$ cat src/rtl/xmit_b.sv
// ---------------------------------------------------------------------------
// xmit_b -- FIFO-buffered serial transmitter.
//
// Words written through a valid/ready handshake are queued in a small FIFO.
// Each word is then sent as one frame: a start bit (0), DATA_W data bits
// LSB first, an optional even-parity bit, and a stop bit (1). Every bit is
// held for CLKS_PER_BIT cycles. When more words are queued, consecutive
// frames are separated by exactly one idle cycle.
//
// Build option: define XMIT_B_PARITY_EN to add an even-parity bit between
// the last data bit and the stop bit.
//
// Ports
//   xmit_b_clk        in   clock, all logic on the rising edge
//   xmit_b_rst        in   synchronous active-high reset
//   xmit_b_data_in    in   [DATA_W]  word to transmit
//   xmit_b_valid_in   in   xmit_b_data_in is valid
//   xmit_b_ready_out  out  FIFO can accept a word (low during reset)
//   xmit_b_ser_out    out  registered serial line, idle high
//   xmit_b_busy_out   out  a frame is in progress
//   xmit_b_count_out  out  [$clog2(DEPTH+1)]  words held in the FIFO
// ---------------------------------------------------------------------------
module xmit_b #(
  parameter int DATA_W       = 8,
  parameter int DEPTH        = 4,
  parameter int CLKS_PER_BIT = 4
) (
  input  logic                       xmit_b_clk,
  input  logic                       xmit_b_rst,
  input  logic [DATA_W-1:0]          xmit_b_data_in,
  input  logic                       xmit_b_valid_in,
  output logic                       xmit_b_ready_out,
  output logic                       xmit_b_ser_out,
  output logic                       xmit_b_busy_out,
  output logic [$clog2(DEPTH+1)-1:0] xmit_b_count_out
);

  localparam int CNT_W = $clog2(DEPTH + 1);
  localparam int PTR_W = $clog2(DEPTH);
  localparam int CLK_W = (CLKS_PER_BIT > 1) ? $clog2(CLKS_PER_BIT) : 1;
  localparam int BIT_W = (DATA_W > 1) ? $clog2(DATA_W) : 1;

  localparam logic [CNT_W-1:0] FULL     = CNT_W'(DEPTH);
  localparam logic [CLK_W-1:0] CLK_LAST = CLK_W'(CLKS_PER_BIT - 1);
  localparam logic [BIT_W-1:0] BIT_LAST = BIT_W'(DATA_W - 1);

  typedef enum logic [2:0] {
    IDLE   = 3'd0,
    START  = 3'd1,
    DATA   = 3'd2,
`ifdef XMIT_B_PARITY_EN
    PARITY = 3'd3,
`endif
    STOP   = 3'd4
  } state_t;

  // ---------------- FIFO ----------------
  logic [DATA_W-1:0] fifo_mem [DEPTH];
  logic [PTR_W-1:0]  wr_ptr_reg, rd_ptr_reg;
  logic [CNT_W-1:0]  count_reg;
  logic              push, pop;
  logic [DATA_W-1:0] head;

  // Full is judged on the registered count only, so a pop in the same cycle
  // never opens the door early.
  assign xmit_b_ready_out = !xmit_b_rst && (count_reg < FULL);
  assign push             = xmit_b_valid_in && xmit_b_ready_out;
  assign head             = fifo_mem[rd_ptr_reg];
  assign xmit_b_count_out = count_reg;

  always_ff @(posedge xmit_b_clk) begin
    if (push) begin
      fifo_mem[wr_ptr_reg] <= xmit_b_data_in;
    end
  end

  always_ff @(posedge xmit_b_clk) begin
    if (xmit_b_rst) begin
      wr_ptr_reg <= '0;
      rd_ptr_reg <= '0;
      count_reg  <= '0;
    end else begin
      if (push) wr_ptr_reg <= wr_ptr_reg + PTR_W'(1);
      if (pop)  rd_ptr_reg <= rd_ptr_reg + PTR_W'(1);
      case ({push, pop})
        2'b10:   count_reg <= count_reg + CNT_W'(1);
        2'b01:   count_reg <= count_reg - CNT_W'(1);
        default: count_reg <= count_reg;
      endcase
    end
  end

  // ---------------- Frame FSM ----------------
  state_t            state_reg, state_next;
  logic [CLK_W-1:0]  clk_cnt_reg, clk_cnt_next;
  logic [BIT_W-1:0]  bit_cnt_reg, bit_cnt_next;
  logic [DATA_W-1:0] shift_reg, shift_next;
  logic              ser_reg, ser_next;
  logic              last_clk;
`ifdef XMIT_B_PARITY_EN
  logic              par_reg, par_next;
`endif

  assign last_clk        = (clk_cnt_reg == CLK_LAST);
  assign xmit_b_ser_out  = ser_reg;
  assign xmit_b_busy_out = (state_reg != IDLE);

  always_ff @(posedge xmit_b_clk) begin
    if (xmit_b_rst) begin
      state_reg   <= IDLE;
      clk_cnt_reg <= '0;
      bit_cnt_reg <= '0;
      shift_reg   <= '0;
      ser_reg     <= 1'b1;
`ifdef XMIT_B_PARITY_EN
      par_reg     <= 1'b0;
`endif
    end else begin
      state_reg   <= state_next;
      clk_cnt_reg <= clk_cnt_next;
      bit_cnt_reg <= bit_cnt_next;
      shift_reg   <= shift_next;
      ser_reg     <= ser_next;
`ifdef XMIT_B_PARITY_EN
      par_reg     <= par_next;
`endif
    end
  end

  always_comb begin
    state_next   = state_reg;
    clk_cnt_next = clk_cnt_reg;
    bit_cnt_next = bit_cnt_reg;
    shift_next   = shift_reg;
    pop          = 1'b0;
`ifdef XMIT_B_PARITY_EN
    par_next     = par_reg;
`endif
    case (state_reg)
      IDLE: begin
        if (count_reg != '0) begin
          pop          = 1'b1;
          shift_next   = head;
          clk_cnt_next = '0;
          bit_cnt_next = '0;
          state_next   = START;
`ifdef XMIT_B_PARITY_EN
          par_next     = ^head;
`endif
        end
      end
      START: begin
        if (last_clk) begin
          clk_cnt_next = '0;
          state_next   = DATA;
        end else begin
          clk_cnt_next = clk_cnt_reg + CLK_W'(1);
        end
      end
      DATA: begin
        if (last_clk) begin
          clk_cnt_next = '0;
          if (bit_cnt_reg == BIT_LAST) begin
            bit_cnt_next = '0;
`ifdef XMIT_B_PARITY_EN
            state_next   = PARITY;
`else
            state_next   = STOP;
`endif
          end else begin
            bit_cnt_next = bit_cnt_reg + BIT_W'(1);
            shift_next   = shift_reg >> 1;
          end
        end else begin
          clk_cnt_next = clk_cnt_reg + CLK_W'(1);
        end
      end
`ifdef XMIT_B_PARITY_EN
      PARITY: begin
        if (last_clk) begin
          clk_cnt_next = '0;
          state_next   = STOP;
        end else begin
          clk_cnt_next = clk_cnt_reg + CLK_W'(1);
        end
      end
`endif
      STOP: begin
        if (last_clk) begin
          clk_cnt_next = '0;
          state_next   = IDLE;
        end else begin
          clk_cnt_next = clk_cnt_reg + CLK_W'(1);
        end
      end
      default: begin
        state_next   = IDLE;
        clk_cnt_next = '0;
        bit_cnt_next = '0;
      end
    endcase

    // The line is registered from the upcoming state, so the start bit
    // appears on the same edge that pops the word.
    case (state_next)
      START:   ser_next = 1'b0;
      DATA:    ser_next = shift_next[0];
`ifdef XMIT_B_PARITY_EN
      PARITY:  ser_next = par_next;
`endif
      default: ser_next = 1'b1;
    endcase
  end

endmodule

$ cat config.mk
export PLATFORM = sky130hd
export DESIGN_NAME = xmit_b
export DESIGN_NICKNAME = d
export VERILOG_FILES = /design/src/rtl/xmit_b.sv
export SDC_FILE = /design/constraint.sdc
export NUM_CORES = 1
export LEC_CHECK = 0
export BUFFER_PORTS_ARGS = -buffer_cell sky130_fd_sc_hd__buf_2
export CAP_MARGIN = 20
export CELL_PAD_IN_SITES_DETAIL_PLACEMENT = 0
export CELL_PAD_IN_SITES_GLOBAL_PLACEMENT = 1
export CORE_ASPECT_RATIO = 1.5
export CORE_UTILIZATION = 44
export CTS_CLUSTER_SIZE = 10
export DETAILED_ROUTE_END_ITERATION = 16
export GPL_TIMING_DRIVEN = 0
export PLACE_DENSITY_LB_ADDON = 0.1
export SLEW_MARGIN = 30
export SYNTH_ARGS = -nofsm -noshare
export SYNTH_HDL_FRONTEND = slang
export SYNTH_SLANG_ARGS = --single-unit
$ cat constraint.sdc
create_clock -name xmit_b_clk -period 2.2 [get_ports xmit_b_clk]
set_input_delay 0.44 -clock xmit_b_clk [delete_from_list [all_inputs] [get_ports xmit_b_clk]]
set_output_delay 0.44 -clock xmit_b_clk [all_outputs]
set_load 0.05 [all_outputs]
==> flow_results.xml <==
<?xml version="1.0" encoding="UTF-8"?>
<metrics>
  <group name="outcome">
    <metric name="status" unit="">completed</metric>
  </group>
  <group name="clocking">
    <metric name="clockBufferDepth" unit="">2</metric>
    <metric name="tritoncts_num_sinks" unit="">58</metric>
    <metric name="cts_root_buffer" unit="">sky130_fd_sc_hd__clkbuf_8</metric>
    <metric name="path_clk_slew" unit="ns">0.06</metric>
    <metric name="holdBufCountCts" unit="">0</metric>
    <metric name="ctsHtreeMaxLevel" unit="">3</metric>
    <metric name="cts_tree" unit="">yes</metric>
    <metric name="tritoncts.num_buffers" unit="">9</metric>
    <metric name="clk-insertion-delay-late" unit="ns">0.33</metric>
  </group>
  <group name="run">
    <metric name="max_cap_violations" unit="">0</metric>
  </group>
  <group name="finish">
    <metric name="final_cell_count_no_fill" unit="">295</metric>
    <metric name="final_design_area_no_fill" unit="um2">2963</metric>
    <metric name="antenna-diode-count" unit="">0</metric>
    <metric name="multi_input_comb_area" unit="um2">945.9</metric>
    <metric name="area.sequential" unit="um2">1499</metric>
    <metric name="largest_register_ffs" unit="">32</metric>
    <metric name="nNetsFinal" unit="">240</metric>
    <metric name="num-fill-cells" unit="">469</metric>
    <metric name="layout-drive-gt1-share" unit="%">29.78</metric>
    <metric name="area_growth_syn_to_layout" unit="%">19.05</metric>
  </group>
  <group name="synth">
    <metric name="proportion_of_synthesized_chip_area_in_sequential_cells" unit="%">59.53</metric>
    <metric name="synth-edff-count" unit="">32</metric>
    <metric name="yosys_warnings" unit="">0</metric>
    <metric name="post_synth.cell_area_avg" unit="um2">13.10</metric>
    <metric name="synthesis.instances" unit="">190</metric>
    <metric name="synth_seq_cells" unit="">58</metric>
    <metric name="syn_area" unit="um2">2489</metric>
    <metric name="syn_nets" unit="">210</metric>
    <metric name="post_synth_num_cell_types" unit="">45</metric>
    <metric name="synthArstFlopShare" unit="%">0</metric>
    <metric name="synthFlopType" unit="">sky130_fd_sc_hd__edfxtp_1</metric>
  </group>
  <group name="power">
    <metric name="switching_share" unit="%">32.44</metric>
    <metric name="power.static_leakage" unit="nW">1.074</metric>
    <metric name="power.density_cell_area" unit="nW/um2">1322</metric>
    <metric name="power.switching" unit="W">0.001270</metric>
    <metric name="combinational_power_share" unit="%">33.8</metric>
    <metric name="internal_power" unit="W">0.002646</metric>
    <metric name="fin_total_pwr" unit="W">0.003916</metric>
    <metric name="seq_power_share" unit="%">37.0</metric>
    <metric name="worst_ir_drop_vdd" unit="mV">0.5981</metric>
    <metric name="pwr-share-clk" unit="%">29.2</metric>
  </group>
  <group name="global_route">
    <metric name="gr-usage-all-layers" unit="%">18.48</metric>
    <metric name="grt_pass1_vias" unit="">1705</metric>
    <metric name="grt_first_pass_wirelength" unit="mm">8.010</metric>
    <metric name="number_of_antenna_violations_at_the_first_check_in_global_routing" unit="">0</metric>
    <metric name="globalRouteOverflowTotal" unit="">0</metric>
    <metric name="grt_start_max_net_pins" unit="">11</metric>
  </group>
  <group name="timing">
    <metric name="setup_total_negative_slack" unit="ns">0</metric>
    <metric name="maxSlewHeadroom" unit="%">61.86</metric>
    <metric name="layout_worst_path_cycle_share" unit="%">95.19</metric>
    <metric name="fin_worst_skew" unit="ns">0.003281</metric>
    <metric name="post-route-worst-setup-slack" unit="ns">0.1059</metric>
    <metric name="maximum_frequency_from_static_timing_analysis" unit="MHz">477.5</metric>
    <metric name="hold_violations" unit="">0</metric>
    <metric name="timing_max_transition_violations_final" unit="">0</metric>
    <metric name="timing.final.setup_violations" unit="">0</metric>
    <metric name="slew_of_the_pin_with_the_lowest_slew_margin" unit="ns">0.5721</metric>
    <metric name="grt_setup_unrepaired" unit="">no</metric>
    <metric name="finalWorstPathRequiredPeriod" unit="ns">2.094</metric>
  </group>
  <group name="critical_path">
    <metric name="end_kind" unit="">flip-flop</metric>
    <metric name="setup.worst_path.class" unit="">flip-flop to flip-flop</metric>
    <metric name="path_max_fanout" unit="">7</metric>
    <metric name="crit_required" unit="ns">2.45</metric>
    <metric name="startpoint_type" unit="">flip-flop</metric>
    <metric name="timing.critical_path.arrival" unit="ns">2.35</metric>
  </group>
  <group name="die">
    <metric name="dieHeight" unit="um">94.11</metric>
    <metric name="initial_utilization" unit="%">45.66</metric>
    <metric name="core_area" unit="um2">5450</metric>
    <metric name="floorplan.rows" unit="">33</metric>
    <metric name="design.die.area" unit="um2">5967</metric>
    <metric name="floorplan.io_pins" unit="">17</metric>
    <metric name="floorplan.die.width" unit="um">63.41</metric>
  </group>
  <group name="routing">
    <metric name="firstDrtPassIters" unit="">4</metric>
    <metric name="routed_wirelength" unit="mm">4.710</metric>
    <metric name="final_antenna_net_count" unit="">0</metric>
    <metric name="route.vias.total" unit="">1570</metric>
    <metric name="routed_wire_length_per_instance" unit="um">15.97</metric>
    <metric name="drc" unit="">0</metric>
    <metric name="viasPerCell" unit="">5.322</metric>
    <metric name="drt_iter0_drc" unit="">67</metric>
  </group>
  <group name="placed_design">
    <metric name="dp_hpwl" unit="mm">3.259</metric>
    <metric name="port_buffers" unit="">15</metric>
    <metric name="preCtsSetupSlack" unit="ns">-0.2396</metric>
    <metric name="dp_cells" unit="">275</metric>
    <metric name="dpl-instance-area" unit="um2">2676</metric>
    <metric name="gpl.final_weighted_congestion" unit="">0.7138</metric>
  </group>
  <group name="min_path">
    <metric name="hold_path.class" unit="">primary input to flip-flop</metric>
  </group>
</metrics>
-- kinds of logic (layout without fill, tap and decap cells) --
logic type	count (synthesis)	in the layout	share of synthesized area [%]
buffers and inverters	18	53	3.419
AND/OR/NAND/NOR	50	50	11.61
XOR/XNOR	6	6	2.112
flip-flops	58	58	59.53
AO/OA/AOI/OAI	40	40	10.86
adder cells (fa/ha/maj)	9	9	4.827
multiplexers	9	9	7.642
-- Yosys cell counts (2+ instances only) --
cell	instances	area [um2]
sky130_fd_sc_hd__clkbuf_1	2	7.510
sky130_fd_sc_hd__nand3b_1	2	15.01
sky130_fd_sc_hd__inv_1	7	26.28
sky130_fd_sc_hd__a22oi_2	2	25.02
sky130_fd_sc_hd__dfxtp_1	26	520.5
sky130_fd_sc_hd__ha_1	8	100.1
sky130_fd_sc_hd__and2_1	3	18.77
sky130_fd_sc_hd__mux4_2	8	180.2
sky130_fd_sc_hd__nor2_1	14	52.55
sky130_fd_sc_hd__nand2_1	9	33.78
sky130_fd_sc_hd__xnor2_1	2	17.52
sky130_fd_sc_hd__xor2_1	4	35.03
sky130_fd_sc_hd__o21ai_0	5	25.02
sky130_fd_sc_hd__nand3_1	2	10.01
sky130_fd_sc_hd__a21oi_1	15	75.07
sky130_fd_sc_hd__buf_1	2	7.510
sky130_fd_sc_hd__nand4b_1	4	35.03
sky130_fd_sc_hd__buf_2	5	25.02
sky130_fd_sc_hd__edfxtp_1	32	960.9
sky130_fd_sc_hd__o21ai_1	2	10.01
sky130_fd_sc_hd__and3_1	5	31.28
sky130_fd_sc_hd__o211ai_1	2	15.01
sky130_fd_sc_hd__a211oi_1	2	15.01
sky130_fd_sc_hd__a22oi_1	6	45.04
-- worst max-delay path, stage by stage (launching register included) --
cell	delay [ns]
sky130_fd_sc_hd__dfxtp_4	0.37
sky130_fd_sc_hd__nor3_4	0.21
sky130_fd_sc_hd__and2_4	0.17
sky130_fd_sc_hd__buf_6	0.09
sky130_fd_sc_hd__ha_2	0.17
sky130_fd_sc_hd__inv_1	0.05
sky130_fd_sc_hd__fa_2	0.33
sky130_fd_sc_hd__xor2_1	0.17
sky130_fd_sc_hd__or3_1	0.30
sky130_fd_sc_hd__a21oi_1	0.14
-- per-layer routing --
layer	global-route usage [%]	share of wire [%]	up-vias
met5	0	0	-
met4	10.23	1.7	0
met3	4.976	2.7	8
met2	33.78	56	25
met1	18.59	40	775
li1	-	-	762
-- placed cells by master (no fill, tap or decap), types with 5 or more instances in the layout --
master / netlist / final
sky130_fd_sc_hd__clkbuf_8: 0 / 9
sky130_fd_sc_hd__a21oi_1: 15 / 15
sky130_fd_sc_hd__edfxtp_1: 32 / 32
sky130_fd_sc_hd__nor2_1: 14 / 13
sky130_fd_sc_hd__mux4_2: 8 / 8
sky130_fd_sc_hd__dfxtp_1: 26 / 20
sky130_fd_sc_hd__and3_1: 5 / 5
sky130_fd_sc_hd__inv_1: 7 / 7
sky130_fd_sc_hd__nand2_1: 9 / 9
sky130_fd_sc_hd__ha_1: 8 / 7
sky130_fd_sc_hd__o21ai_0: 5 / 5
sky130_fd_sc_hd__buf_2: 5 / 20
sky130_fd_sc_hd__a22oi_1: 6 / 6
-- power groups by stage --
stage          clock (W)  combinational [W]  sequential, W
6_report         0.00114            0.00133        0.00145
2_1_floorplan          0           0.000851        0.00155
4_1_cts          0.00117            0.00127        0.00145
5_1_grt          0.00121            0.00145        0.00147
3_3_place_gp           0            0.00117        0.00146
3_5_place_dp           0            0.00122        0.00147
-- final cells by class --
cell class	count	area share [%]
clock inverters	6	3.547
flip-flops and latches	58	50.59
clock buffers	10	4.307
plain buffers	11	2.238
multi-input cells	114	31.93
repair buffers	19	3.547
well taps	70	2.956
inverters	7	0.8868
-- through the flow --
step / util (%) / hold WS [ns]
finish: 54.36 / 0.3234
global route: 54.36 / 0.3055
CTS: 53.79 / 0.3080
detailed placement: 49.10 / 0.4473
global placement: 49.10 / 0.4405
floorplan: - / 0.4316
-- what timing repair did --
| item | in CTS | in global routing |
|---|---|---|
| setup buffers | 1 | 3 |
| endpoints found under the setup margin | 2 | 1 |
| pin swaps | 1 | 1 |
| resized for setup | 5 | 4 |
-- worst paths after layout --
kind,startpoint,to,slack (ns),cells past startpoint
worst min register to register,shift_reg[1],shift_reg[1],0.45,2
worst max-delay path,state_reg[1],xmit_b_count_out[2],0.11,9
worst max register to register,state_reg[1],xmit_b_count_out[2],0.11,9
worst min-delay path,xmit_b_data_in[0],fifo_mem[3][0],0.32,1
No activity file was read; power rests on OpenSTA's default activity.
